File: config.mk
export PLATFORM = sky130hd
export DESIGN_NAME = mc_sequencer
export DESIGN_NICKNAME = d
export VERILOG_FILES = /design/src/rtl/mc_pkg.sv /design/src/rtl/mem_timeout_ctr.sv /design/src/rtl/mc_sequencer.sv
export SDC_FILE = /design/constraint.sdc
export NUM_CORES = 1
export LEC_CHECK = 0
export BUFFER_PORTS_ARGS = -buffer_cell sky130_fd_sc_hd__buf_2
export CORE_MARGIN = 1
export CORE_UTILIZATION = 48
export DETAILED_ROUTE_END_ITERATION = 8
export GPL_ROUTABILITY_DRIVEN = 0
export HOLD_SLACK_MARGIN = 0.03
export PLACE_DENSITY = 0.75
export SETUP_SLACK_MARGIN = 0.2
export SLEW_MARGIN = 10
export SYNTH_ARGS = -nofsm -noshare
export SYNTH_HDL_FRONTEND = slang
export SYNTH_HIERARCHICAL = 1
export SYNTH_SLANG_ARGS = --single-unit
File: constraint.sdc
create_clock -name clk -period 1.85 [get_ports clk]
set_input_delay 0.37 -clock clk [delete_from_list [all_inputs] [get_ports clk]]
set_output_delay 0.37 -clock clk [all_outputs]
set_load 0.005 [all_outputs]
File: src/rtl/mc_pkg.sv
// Shared encodings for the multi-cycle sequencer: FSM states, RV32 major opcodes,
// trap causes and the opcode classifier used by DECODE.
package mc_pkg;

  localparam logic [2:0] ST_FETCH  = 3'd0;
  localparam logic [2:0] ST_DECODE = 3'd1;
  localparam logic [2:0] ST_EXEC   = 3'd2;
  localparam logic [2:0] ST_MEM    = 3'd3;
  localparam logic [2:0] ST_WB     = 3'd4;
  localparam logic [2:0] ST_TRAP   = 3'd5;

  localparam logic [6:0] OP_IMM    = 7'b0010011;
  localparam logic [6:0] OP_REG    = 7'b0110011;
  localparam logic [6:0] OP_LOAD   = 7'b0000011;
  localparam logic [6:0] OP_STORE  = 7'b0100011;
  localparam logic [6:0] OP_BRANCH = 7'b1100011;
  localparam logic [6:0] OP_JALR   = 7'b1100111;
  localparam logic [6:0] OP_JAL    = 7'b1101111;
  localparam logic [6:0] OP_AUIPC  = 7'b0010111;
  localparam logic [6:0] OP_LUI    = 7'b0110111;

  localparam logic [1:0] CAUSE_NONE    = 2'd0;
  localparam logic [1:0] CAUSE_ILLEGAL = 2'd1;
  localparam logic [1:0] CAUSE_TIMEOUT = 2'd2;

  typedef enum logic [2:0] {
    CLS_ALU,
    CLS_LOAD,
    CLS_STORE,
    CLS_BRANCH,
    CLS_ILLEGAL
  } op_class_e;

  function automatic op_class_e op_class(input logic [6:0] op);
    case (op)
      OP_LOAD:   return CLS_LOAD;
      OP_STORE:  return CLS_STORE;
      OP_BRANCH: return CLS_BRANCH;
      OP_IMM, OP_REG, OP_JALR, OP_JAL, OP_AUIPC, OP_LUI: return CLS_ALU;
      default:   return CLS_ILLEGAL;
    endcase
  endfunction

endpackage

File: src/rtl/mem_timeout_ctr.sv
// Memory wait-cycle counter; expired flags the waiting cycle that would bring
// the count up to TIMEOUT.
module mem_timeout_ctr #(
  parameter int TIMEOUT = 15
) (
  input  logic clk,
  input  logic reset,
  input  logic clear,
  input  logic en,
  output logic expired
);

  localparam int CW = $clog2(TIMEOUT + 1);

  logic [CW-1:0] r_cnt;

  always_ff @(posedge clk or negedge reset) begin
    if (!reset) begin
      r_cnt <= '0;
    end else if (clear) begin
      r_cnt <= '0;
    end else if (en) begin
      r_cnt <= r_cnt + CW'(1);
    end
  end

  assign expired = en && (r_cnt == CW'(TIMEOUT - 1));

endmodule

File: src/rtl/mc_sequencer.sv
// Multi-cycle control sequencer: FETCH/DECODE/EXEC/MEM/WB with a sticky TRAP
// state for illegal opcodes and memory timeouts.
module mc_sequencer
  import mc_pkg::*;
#(
  parameter int TIMEOUT = 15
) (
  input  logic        clk,
  input  logic        reset,
  input  logic        run,
  input  logic [6:0]  opcode,
  input  logic        mem_ack,
  output logic        mem_req,
  output logic        mem_sel,
  output logic        mem_wr,
  output logic        ir_we,
  output logic        pc_we,
  output logic        rf_we_en,
  output logic        retire,
  output logic [31:0] retire_count,
  output logic        trap,
  output logic [1:0]  trap_cause
);

  logic [2:0]  r_state;
  logic [2:0]  w_next;
  op_class_e   r_cls;
  logic [1:0]  r_trap_cause;
  logic [31:0] r_retire_count;
  logic        w_fetch_req;
  logic        w_mem_req;
  logic        w_expired;
  logic        w_ctr_clear;
  logic        w_ctr_en;

  // The fetch request is gated by reset so nothing is requested while held in reset.
  assign w_fetch_req = reset && (r_state == ST_FETCH) && run;
  assign w_mem_req   = w_fetch_req || (r_state == ST_MEM);
  assign w_ctr_en    = w_mem_req && !mem_ack;
  assign w_ctr_clear = (r_state == ST_EXEC) || (r_state == ST_WB);

  mem_timeout_ctr #(
    .TIMEOUT (TIMEOUT)
  ) u_timeout (
    .clk     (clk),
    .reset   (reset),
    .clear   (w_ctr_clear),
    .en      (w_ctr_en),
    .expired (w_expired)
  );

  always_comb begin
    w_next = r_state;
    case (r_state)
      ST_FETCH: begin
        if (w_fetch_req && mem_ack) w_next = ST_DECODE;
        else if (w_expired)         w_next = ST_TRAP;
      end
      ST_DECODE: w_next = (op_class(opcode) == CLS_ILLEGAL) ? ST_TRAP : ST_EXEC;
      ST_EXEC:   w_next = (r_cls == CLS_LOAD || r_cls == CLS_STORE) ? ST_MEM : ST_WB;
      ST_MEM: begin
        if (mem_ack)        w_next = ST_WB;
        else if (w_expired) w_next = ST_TRAP;
      end
      ST_WB:     w_next = ST_FETCH;
      ST_TRAP:   w_next = ST_TRAP;
      default:   w_next = ST_FETCH;
    endcase
  end

  always_ff @(posedge clk or negedge reset) begin
    if (!reset) begin
      r_state        <= ST_FETCH;
      r_cls          <= CLS_ALU;
      r_trap_cause   <= CAUSE_NONE;
      r_retire_count <= '0;
    end else begin
      r_state <= w_next;
      if (r_state == ST_DECODE) r_cls <= op_class(opcode);
      if (r_state != ST_TRAP && w_next == ST_TRAP)
        r_trap_cause <= (r_state == ST_DECODE) ? CAUSE_ILLEGAL : CAUSE_TIMEOUT;
      if (r_state == ST_WB) r_retire_count <= r_retire_count + 32'd1;
    end
  end

  assign mem_req      = w_mem_req;
  assign mem_sel      = (r_state == ST_MEM);
  assign mem_wr       = (r_state == ST_MEM) && (r_cls == CLS_STORE);
  assign ir_we        = w_fetch_req && mem_ack;
  assign pc_we        = (r_state == ST_WB);
  assign retire       = (r_state == ST_WB);
  assign rf_we_en     = (r_state == ST_WB) && (r_cls != CLS_STORE) && (r_cls != CLS_BRANCH);
  assign trap         = (r_state == ST_TRAP);
  assign trap_cause   = r_trap_cause;
  assign retire_count = r_retire_count;

endmodule

* After elaboration in Yosys (flattened, before gate mapping)
Index checks and enable logic that the tools add are counted.
Word-level totals: input port bits 11, register bits after elaboration 44
Cells by class: equal/unequal tests 22, multiplexer cells 11, reductions and logical operators 16, $add $sub $neg 2
Operators by type and width (number):
- adder 32 x 1 -> 32 bit, second input constant | 1
- == test 7 x 6 -> 1 bit, second input constant | 3
- == test 7 bit, second input constant | 3
- 2-to-1 mux 3 bit | 6
- one-hot mux 3 bit (5 select lines) | 1
- == test 7 x 5 -> 1 bit, second input constant | 2
- == test 3 bit, second input constant | 4
- one-hot mux 3 bit (4 select lines) | 1
- == test 3 x 2 -> 1 bit, second input constant | 3
- logical AND 1 bit | 9
- 2-to-1 mux 4 bit | 2
- == test 7 x 2 -> 1 bit, second input constant | 1
- == test 3 x 1 -> 1 bit, second input constant | 2
- != test 3 x 2 -> 1 bit, second input constant | 2
- OR reduction 6 bit | 1
- adder 4 x 1 -> 4 bit, second input constant | 1
- == test 4 bit, second input constant | 1
- zero test 3 bit | 1
- logical OR 1 bit | 3
- != test 3 bit, second input constant | 1
- 2-to-1 mux 2 bit | 1
- nonzero test 2 bit | 1
- zero test 1 bit | 1

* Longest topological paths before layout
Gate-level depths: netlist (run 1).
depth after elaboration 11, mapped depth 10, mapped depth without buffers 9

* Cells and area by module
Netlist (run 1), hierarchy kept.
Modules (own cells, without submodules):
- mc_sequencer | times used 1, cells an instance 196, area an instance 2105.8 um^2
- mem_timeout_ctr | times used 1, cells an instance 20, area an instance 222.7 um^2

* Worst setup path after synthesis (run 1)
No wires, ideal clock.
path kind reg2reg, from register r_state[0], to register r_state[2], data required time 1785 ps, arrival 1983 ps, slack -198 ps, stages on the path, launching flop included 10, period minus slack after synthesis 2048 ps, cells stage by stage dfrtp_1 -> buf_2 -> nor2_1 -> nand3_1 -> a21oi_1 -> nor2b_1 -> and4_1 -> nor2_1 -> a2111oi_0 -> or4_1
Between the ends: longest elaborated chain between the ends 9, elaborated cells on any way between the ends 15
RTL lines:
- from (decl) | line mc_sequencer.sv:25 | logic [2:0] r_state;
- from (signal assigned) | line mc_sequencer.sv:78 | r_state <= w_next;
- zero test 3 bit | line mc_sequencer.sv:37 | assign w_fetch_req = reset && (r_state == ST_FETCH) && run;
- logical AND 1 bit (2 in a row) | line mc_sequencer.sv:37
- logical OR 1 bit * | line mc_sequencer.sv:38 | assign w_mem_req = w_fetch_req || (r_state == ST_MEM);
- net mem_req | line mc_sequencer.sv:13 | output logic mem_req,
- logical AND 1 bit * | line mc_sequencer.sv:39 | assign w_ctr_en = w_mem_req && !mem_ack;
- net w_ctr_en | line mc_sequencer.sv:34 | logic w_ctr_en;
- logical AND 1 bit * | line mem_timeout_ctr.sv:27 | assign expired = en && (r_cnt == CW'(TIMEOUT - 1));
- net w_expired | line mc_sequencer.sv:32 | logic w_expired;
- 2-to-1 mux 3 bit * | line mc_sequencer.sv:57, mc_sequencer.sv:63
- 2-to-1 mux 3 bit (on tied branches) | line mc_sequencer.sv:62, mc_sequencer.sv:56
- one-hot mux 3 bit (5 select lines) * | line mc_sequencer.sv:54 | case (r_state)
- net w_next[2] | line mc_sequencer.sv:26 | logic [2:0] w_next;
Mark *: on every way through the listed nets, which the timed path passes. The rest lies on a longest branch. A chain may end at the register's enable or synchronous reset.

* Worst setup path in the final report (run 1)
from register r_state[0], to register r_state[2]
Between the ends: longest elaborated chain between the ends 9, elaborated cells on any way between the ends 15
RTL lines (line):
- zero test 3 bit | mc_sequencer.sv:37
- logical AND 1 bit (2 in a row) | mc_sequencer.sv:37
- logical OR 1 bit * | mc_sequencer.sv:38
- logical AND 1 bit * | mc_sequencer.sv:39
- net w_ctr_en | mc_sequencer.sv:34
- logical AND 1 bit * | mem_timeout_ctr.sv:27
- net w_expired | mc_sequencer.sv:32
- 2-to-1 mux 3 bit * | mc_sequencer.sv:57, mc_sequencer.sv:63
- 2-to-1 mux 3 bit (on tied branches) | mc_sequencer.sv:62, mc_sequencer.sv:56
- one-hot mux 3 bit (5 select lines) * | mc_sequencer.sv:54
- net w_next[2] | mc_sequencer.sv:26
Marked as above.

==> results of run 1 <==
## cell usage in the layout, fill, tap and decap left out, drive strengths merged
cell type / synthesis / layout
buf: 6 / 98
dfrtp: 44 / 44
xnor2: 26 / 26
nand3: 13 / 13
nand4: 12 / 12
nor2: 12 / 12
nor3: 12 / 12
nand2: 11 / 11
xor2: 9 / 9
a21oi: 8 / 8
and4: 7 / 7
inv: 7 / 7
clkbuf: 1 / 6
nor4: 5 / 5
nand2b: 4 / 4
and3: 4 / 4
nor2b: 4 / 4
and2: 3 / 3
or4: 3 / 3
ha: 3 / 3
nand4b: 2 / 2
a31oi: 2 / 2
a21o: 2 / 2
a22o: 2 / 2
clkinv: 0 / 2
nand4bb: 2 / 2
mux2: 2 / 2
or2: 1 / 1
nor3b: 1 / 1
a221oi: 1 / 1
o2bb2ai: 1 / 1
a2111oi: 1 / 1
or3b: 1 / 1
o21ai: 1 / 1
dlygate4sd3: 0 / 1
a21bo: 1 / 1
nand3b: 1 / 1
or2b: 1 / 1
## registers in the layout, summed over array words and instances, names as in the netlist
name,cells
u_timeout/r_cnt,4
retire_count,32
trap_cause,2
r_cls,3
r_state,3
## per-layer routing
layer	up-vias	share of wire	global-route usage
li1	965	-	-
met1	989	0.42	0.282
met2	51	0.54	0.379
met3	4	0.033	0.0380
met4	0	0.0070	0.0545
met5	-	0	0
## worst reg2reg max path: cells and delay by family, from the launching register on
| family | cells | cell delay, ns |
|---|---|---|
| buffers and inverters | 1 | 0.15 |
| DFF | 1 | 0.45 |
| and+or+nand+nor | 5 | 1.02 |
| AOI/OAI and AO/OA | 2 | 0.14 |
## Yosys cell counts, types with 2 or more instances
cell / instances / area, um2
dfrtp_1: 44 / 1100
xnor2_1: 26 / 228
nor2_1: 12 / 45.0
nand2_1: 11 / 41.3
nand3_1: 11 / 55.1
nand4_1: 11 / 68.8
xor2_1: 9 / 78.8
a21oi_1: 8 / 40.0
and4_1: 7 / 61.3
nor3_1: 7 / 35.0
inv_1: 6 / 22.5
and3_1: 4 / 25.0
nand2b_1: 4 / 25.0
nor2b_1: 4 / 25.0
nor3_2: 4 / 40.0
and2_1: 3 / 18.8
buf_2: 3 / 15.0
ha_1: 3 / 37.5
nor4_2: 3 / 37.5
a21o_1: 2 / 15.0
a22o_1: 2 / 17.5
a31oi_1: 2 / 12.5
buf_4: 2 / 15.0
nand3_2: 2 / 20.0
nand4b_1: 2 / 17.5
nor4_1: 2 / 12.5
or4_1: 2 / 15.0
## kinds of logic (layout without fill, tap and decap cells)
family / after synthesis / count (layout)
compound gates: 19 / 19
xor+xnor: 35 / 35
fa+ha+maj: 3 / 3
buf+inv: 14 / 114
flops: 44 / 44
mux: 2 / 2
simple gates: 99 / 99
## timing repair
action,4_1_cts,5_1_grt
setup buffers,10,15
setup endpoints to repair,31,39
hold endpoints to repair,9,0
gates resized for setup,33,39
pin swaps,29,37
hold buffers,1,0
## worst min-delay path by stage
stage,from,end,slack (ns)
6_report,reset,u_timeout/r_cnt[2],0.28
5_1_grt,reset,u_timeout/r_cnt[2],0.34
4_1_cts,reset,trap_cause[0],0.29
3_5_place_dp,reset,r_state[2],0.33
3_3_place_gp,reset,r_state[2],0.34
2_1_floorplan,reset,r_cls[0],0.07
## power groups by stage
stage                     Sequential (uW)  Clock (uW)  Combinational (uW)
after floorplan                      1220           0                 558
after global placement               1240           0                 839
after detailed placement             1240           0                 850
after CTS                            1210         632                1070
after global routing                 1250         675                1340
final                                1230         628                1230
## per-stage QoR
step,setup slack (ns),utilization,area [um2],TNS [ns]
finish,-0.0395,0.769,3460,-0.0871
global route,-0.157,0.769,3460,-0.808
CTS,-0.0180,0.701,3160,-0.0303
detailed placement,-0.0150,0.628,2830,-0.0150
global placement,0.0131,0.628,2830,0
floorplan,0.0236,-,2400,0
## layout make-up
cell class,instances,area (um2),area share
clock inverters,2,10.0,0.00289
inverters,7,28.8,0.00831
well taps,52,65.1,0.0188
clock buffers,6,82.6,0.0239
flip-flops and latches,44,1100,0.319
repair buffers,99,703,0.203
multi-input cells,158,1470,0.424
==> results.tsv, run 1 <==
stage	metric	value	unit
outcome	status	finished with violations	
outcome	violations	setup timing	
worst_setup_path	cp-endpoint	r_state[2]	
power_and_ir_drop	total_power	3090	uW
timing	rsz0062_at_grt	yes	
power_and_ir_drop	pwr_density_cell	893	nW/um2
layout	final_layout_size_suffix_gt1_frac	0.506	
route	antenna_left	0	
timing	fin_ws	-0.0395	ns
logic_synthesis	synth_simple_gate_area_frac	0.283	
clock_network	clk_root_buffer_cell	clkbuf_8	
route	drc	0	
timing	holdWs	0.276	ns
die	initial_core_util	0.517	
clock_network	clk_latency	0.29	ns
layout	antennaDiodeCount	0	
route	wl_per_cell	15.9	um
logic_synthesis	synth_fp_nets	230	
logic_synthesis	yosys_most_used_dff	dfrtp_1	
global_routing	grt_usage	0.218	
worst_setup_path	r2r_slack	-0.04	ns
worst_setup_path	crit_fanout	5	
timing	finalCriticalPeriod	1.89	ns
global_routing	grt_pass1_vias	1936	
placement	port_buffers	52	
power_and_ir_drop	p_seq_frac	0.398	
die	io_pins	53	
logic_synthesis	synth.distinct_cells	47	
worst_hold_path	holdCritPathClass	primary input to async pin	
power_and_ir_drop	ir_drop	0.643	mV
route	num_vias	2009	
placement	dp_hpwl	3450	um
die	die_area	5130	um2
clock_network	htreeDepth	2	
power_and_ir_drop	swShare	0.335	
placement	dp_cells	334	
route	dr.pass1.iters	4	
layout	fill_cells	279	
die	coreArea	4500	um2
clock_network	cts_buffers	5	
route	vias_per_cell	5.46	
worst_setup_path	critPathMaxStageDelay	0.54	ns
power_and_ir_drop	switching_power	1040	uW
worst_setup_path	crit_type	register to register	
logic_synthesis	synth_area	2330	um2
logic_synthesis	synth-edff-count	0	
logic_synthesis	synth_mux_area_frac	0.0113	
timing	hold_viol_final	0	
die	die_height	71.7	um
worst_setup_path	worstReg2RegStart	r_state[0]	
power_and_ir_drop	power_frac_clock	0.203	
layout	layout.nets	329	
timing	max_clock_freq	0.529	GHz
worst_setup_path	path_buf_inv	1	
timing	worst_slew_pin_slew	0.473	ns
clock_network	cts_buffer_depth	2	
worst_setup_path	reg2regPathDepth	8	
logic_synthesis	async_flop_share	1.00	
route	wirelength	5860	um
global_routing	grt_antenna_before_repair	0	
timing	relSlewSlack	0.682	
run	drv_cap	0	
logic_synthesis	synth-seq-cells	44	
timing	finalMaxSlewViolations	0	
logic_synthesis	synth-adder-area-share	0.0161	
logic_synthesis	synthesis.instances	216	
clock_network	cts.sinks	44	
logic_synthesis	synth_top_family_by_area	simple AND/OR/NAND/NOR gates	
worst_setup_path	cp.depth	8	
global_routing	grt.overflow.total	0	
layout	layout.cells.non_filler	368	
timing	finClkSkew	0.00497	ns
global_routing	grt_pass1_wl	8840	um
timing	setup_viol	4	
worst_setup_path	reg2reg_to	r_state[2]	
die	row_count	24	
global_routing	grt_max_degree	36	
logic_synthesis	synth.avg_cell_area	10.8	um2
worst_setup_path	path_cells	buf_4 > nand2_4 > a21oi_2 > nor2b_4 > and4_4 > nor2_2 > a2111oi_2 > or4_1	
worst_setup_path	required	2.00	ns
logic_synthesis	synth_compound_gate_area_share	0.0543	
worst_setup_path	crit_slowest_cell	or4_1	
route	dr.first_iter.drc_count	77	
worst_setup_path	crit_family	simple AND/OR/NAND/NOR gates	
layout	area_delta_synth_final	48.7	%
clock_network	cts_tree	done	
power_and_ir_drop	pwr-share-comb	0.399	
clock_network	clk_pin_slew_worst_paths	0.09	ns
power_and_ir_drop	intPower	2060	uW
die	fp.dieW	71.7	um
worst_setup_path	arrival	2.04	ns
power_and_ir_drop	cellLeakagePower	0.00176	uW
timing	min_period_over_period	1.02	
logic_synthesis	ys_seq_area_frac	0.473	
worst_setup_path	crit_start	r_state[0]	
logic_synthesis	yosysWarnings	6	
worst_setup_path	cp-start-kind	register	
logic_synthesis	synth_xor_area_frac	0.132	
worst_setup_path	end_kind	register	
Note: power is estimated with default switching activity, not from simulation.
==> run 2: changes to the inputs <==
--- a/config.mk
+++ b/config.mk
@@ -13,6 +13,7 @@
 export HOLD_SLACK_MARGIN = 0.03
 export PLACE_DENSITY = 0.75
 export SETUP_SLACK_MARGIN = 0.2
+export SKIP_CTS_REPAIR_TIMING = 1
 export SLEW_MARGIN = 10
 export SYNTH_ARGS = -nofsm -noshare
 export SYNTH_HDL_FRONTEND = slang
==> results.tsv, run 2 (synthesis results as in run 1) <==
stage	metric	value	unit	change
outcome	status	finished with violations		
outcome	violations	setup timing		
clock_network	clk_pin_slew_worst_paths	0.08	ns	about the same
worst_setup_path	cp-start-kind	register		
worst_setup_path	crit_slowest_cell	dfrtp_2		
worst_setup_path	cp_common_cell	buf_6		
power_and_ir_drop	ir_drop	0.697	mV	+8.4%
layout	regArea	1110	um2	+0.11%
timing	rsz0062_at_grt	yes		
worst_setup_path	path_cells	or3b_4 > buf_6 > inv_4 > buf_6		
worst_setup_path	path_buf_inv	3		+2
clock_network	cts_tree	done		
timing	finalSetupTns	-0.0201	ns	+0.0670 ns
worst_setup_path	r2r_slack	0.02	ns	+0.06 ns
route	wl_per_cell	14.7	um	-7.6%
route	dr.first_iter.drc_count	111		+44%
timing	worst_slew_pin_slew	0.475	ns	+0.00230 ns
layout	final_layout_size_suffix_gt1_frac	0.468		-0.0379
die	die_height	71.7	um	unchanged
route	wirelength	5190	um	-11%
clock_network	clk_root_buffer_cell	clkbuf_8		
timing	finClkSkew	0.00384	ns	-0.00113 ns
global_routing	grt_usage	0.190		-0.0274
clock_network	cts.sinks	44		unchanged
timing	max_clock_freq	0.538	GHz	+1.6%
die	die_area	5130	um2	unchanged
route	routed.top_layer	met4		
placement	dp_cells	334		unchanged
layout	area_delta_synth_final	38.2	%	
timing	relSlewSlack	0.680		-0.00155
layout	fill_cells	317		+14%
placement	dp_hpwl	3450	um	unchanged
global_routing	grt_antenna_before_repair	0		unchanged
die	row_count	24		unchanged
global_routing	grt.overflow.total	0		unchanged
route	wl_met2	2700	um	-14%
timing	finalCriticalPeriod	1.86	ns	-0.0292 ns
die	fp.dieW	71.7	um	unchanged
power_and_ir_drop	cellLeakagePower	0.00163	uW	-7.4%
worst_setup_path	arrival	1.49	ns	-0.55 ns
layout	antennaDiodeCount	0		unchanged
die	coreArea	4500	um2	unchanged
global_routing	grt_pass1_wl	7910	um	-11%
route	dr.pass1.iters	4		unchanged
global_routing	grt_pass1_vias	1799		-7.1%
clock_network	cts_buffers	5		unchanged
worst_setup_path	crit_type	register to output pin		
worst_setup_path	critPathMaxStageDelay	0.48	ns	-0.06 ns
die	initial_core_util	0.517		unchanged
timing	setup_viol	2		-2
clock_network	htreeDepth	2		unchanged
layout	largest_register_ffs	32		unchanged
route	met3_wirelength	190	um	-0.52%
placement	port_buffers	52		unchanged
timing	holdWs	0.0425	ns	-0.234 ns
worst_setup_path	crit_family	flip-flops		
timing	min_period_over_period	1.01		-0.0158
power_and_ir_drop	total_power	3010	uW	-2.7%
worst_setup_path	worstReg2RegStart	r_state[0]		
timing	finalMaxSlewViolations	0		unchanged
layout	final_common_cell	buf_2		
route	vias_per_cell	5.53		+1.2%
layout	layout.cells.non_filler	353		-4.1%
route	drc	0		unchanged
layout	layout_common_cells	buf_2, dfrtp_1, buf_4		
layout	layout.nets	314		-4.6%
die	io_pins	53		unchanged
route	antenna_left	0		unchanged
route	num_vias	1951		-2.9%
worst_setup_path	reg2regPathDepth	8		unchanged
worst_setup_path	reg2reg_to	r_state[2]		
worst_setup_path	end_kind	output pin		
worst_setup_path	crit_fanout	6		+1
worst_hold_path	holdCritPathClass	primary input to async pin		
run	drv_cap	0		unchanged
layout	multi_input_area	1370	um2	-6.4%
timing	fin_ws	-0.0103	ns	+0.0292 ns
clock_network	clk_latency	0.29	ns	about the same
power_and_ir_drop	pwr_density_cell	936	nW/um2	+4.8%
route	drt-met1-wl	2260	um	-8.9%
global_routing	grt_max_degree	36		unchanged
layout	final_util	0.714		-0.0544
worst_setup_path	required	1.48	ns	-0.52 ns
timing	hold_viol_final	0		unchanged
clock_network	cts_buffer_depth	2		unchanged
-- run 2: final cells by class --
type | instances | area share
flip-flops and latches | 44 | 0.344
multi-input cells | 158 | 0.427
clock buffers | 6 | 0.0257
well taps | 52 | 0.0202
clock inverters | 2 | 0.00311
inverters | 7 | 0.00895
repair buffers | 84 | 0.171
-- run 2: layer usage --
metal	track usage	vias up
li1	-	938
met1	0.253	960
met2	0.323	49
met3	0.0394	4
met4	0.0414	0
met5	0	-
-- run 2: power by group --
group	switching [uW]	internal, uW	total [uW]	leakage, uW
Sequential	152	1080	1230	0.000589
Combinational	523	638	1160	0.000986
Clock	322	298	621	0.0000510
Total	997	2010	3010	0.00163
-- run 2: through the flow --
step                cell area [um2]  setup WS (ns)
floorplan                      2400         0.0236
global placement               2830         0.0131
detailed placement             2830        -0.0150
CTS                            2920         -0.220
global route                   3220        -0.0867
finish                         3220        -0.0103
-- run 2: worst max-delay path by stage --
stage	from	end	cells after the start
3_3_place_gp	r_state[0]	r_state[2]	9
4_1_cts	r_state[0]	retire	4
2_1_floorplan	r_state[0]	r_state[2]	9
6_report	r_state[1]	retire	4
5_1_grt	r_state[0]	r_state[2]	8
3_5_place_dp	r_state[0]	r_state[2]	9
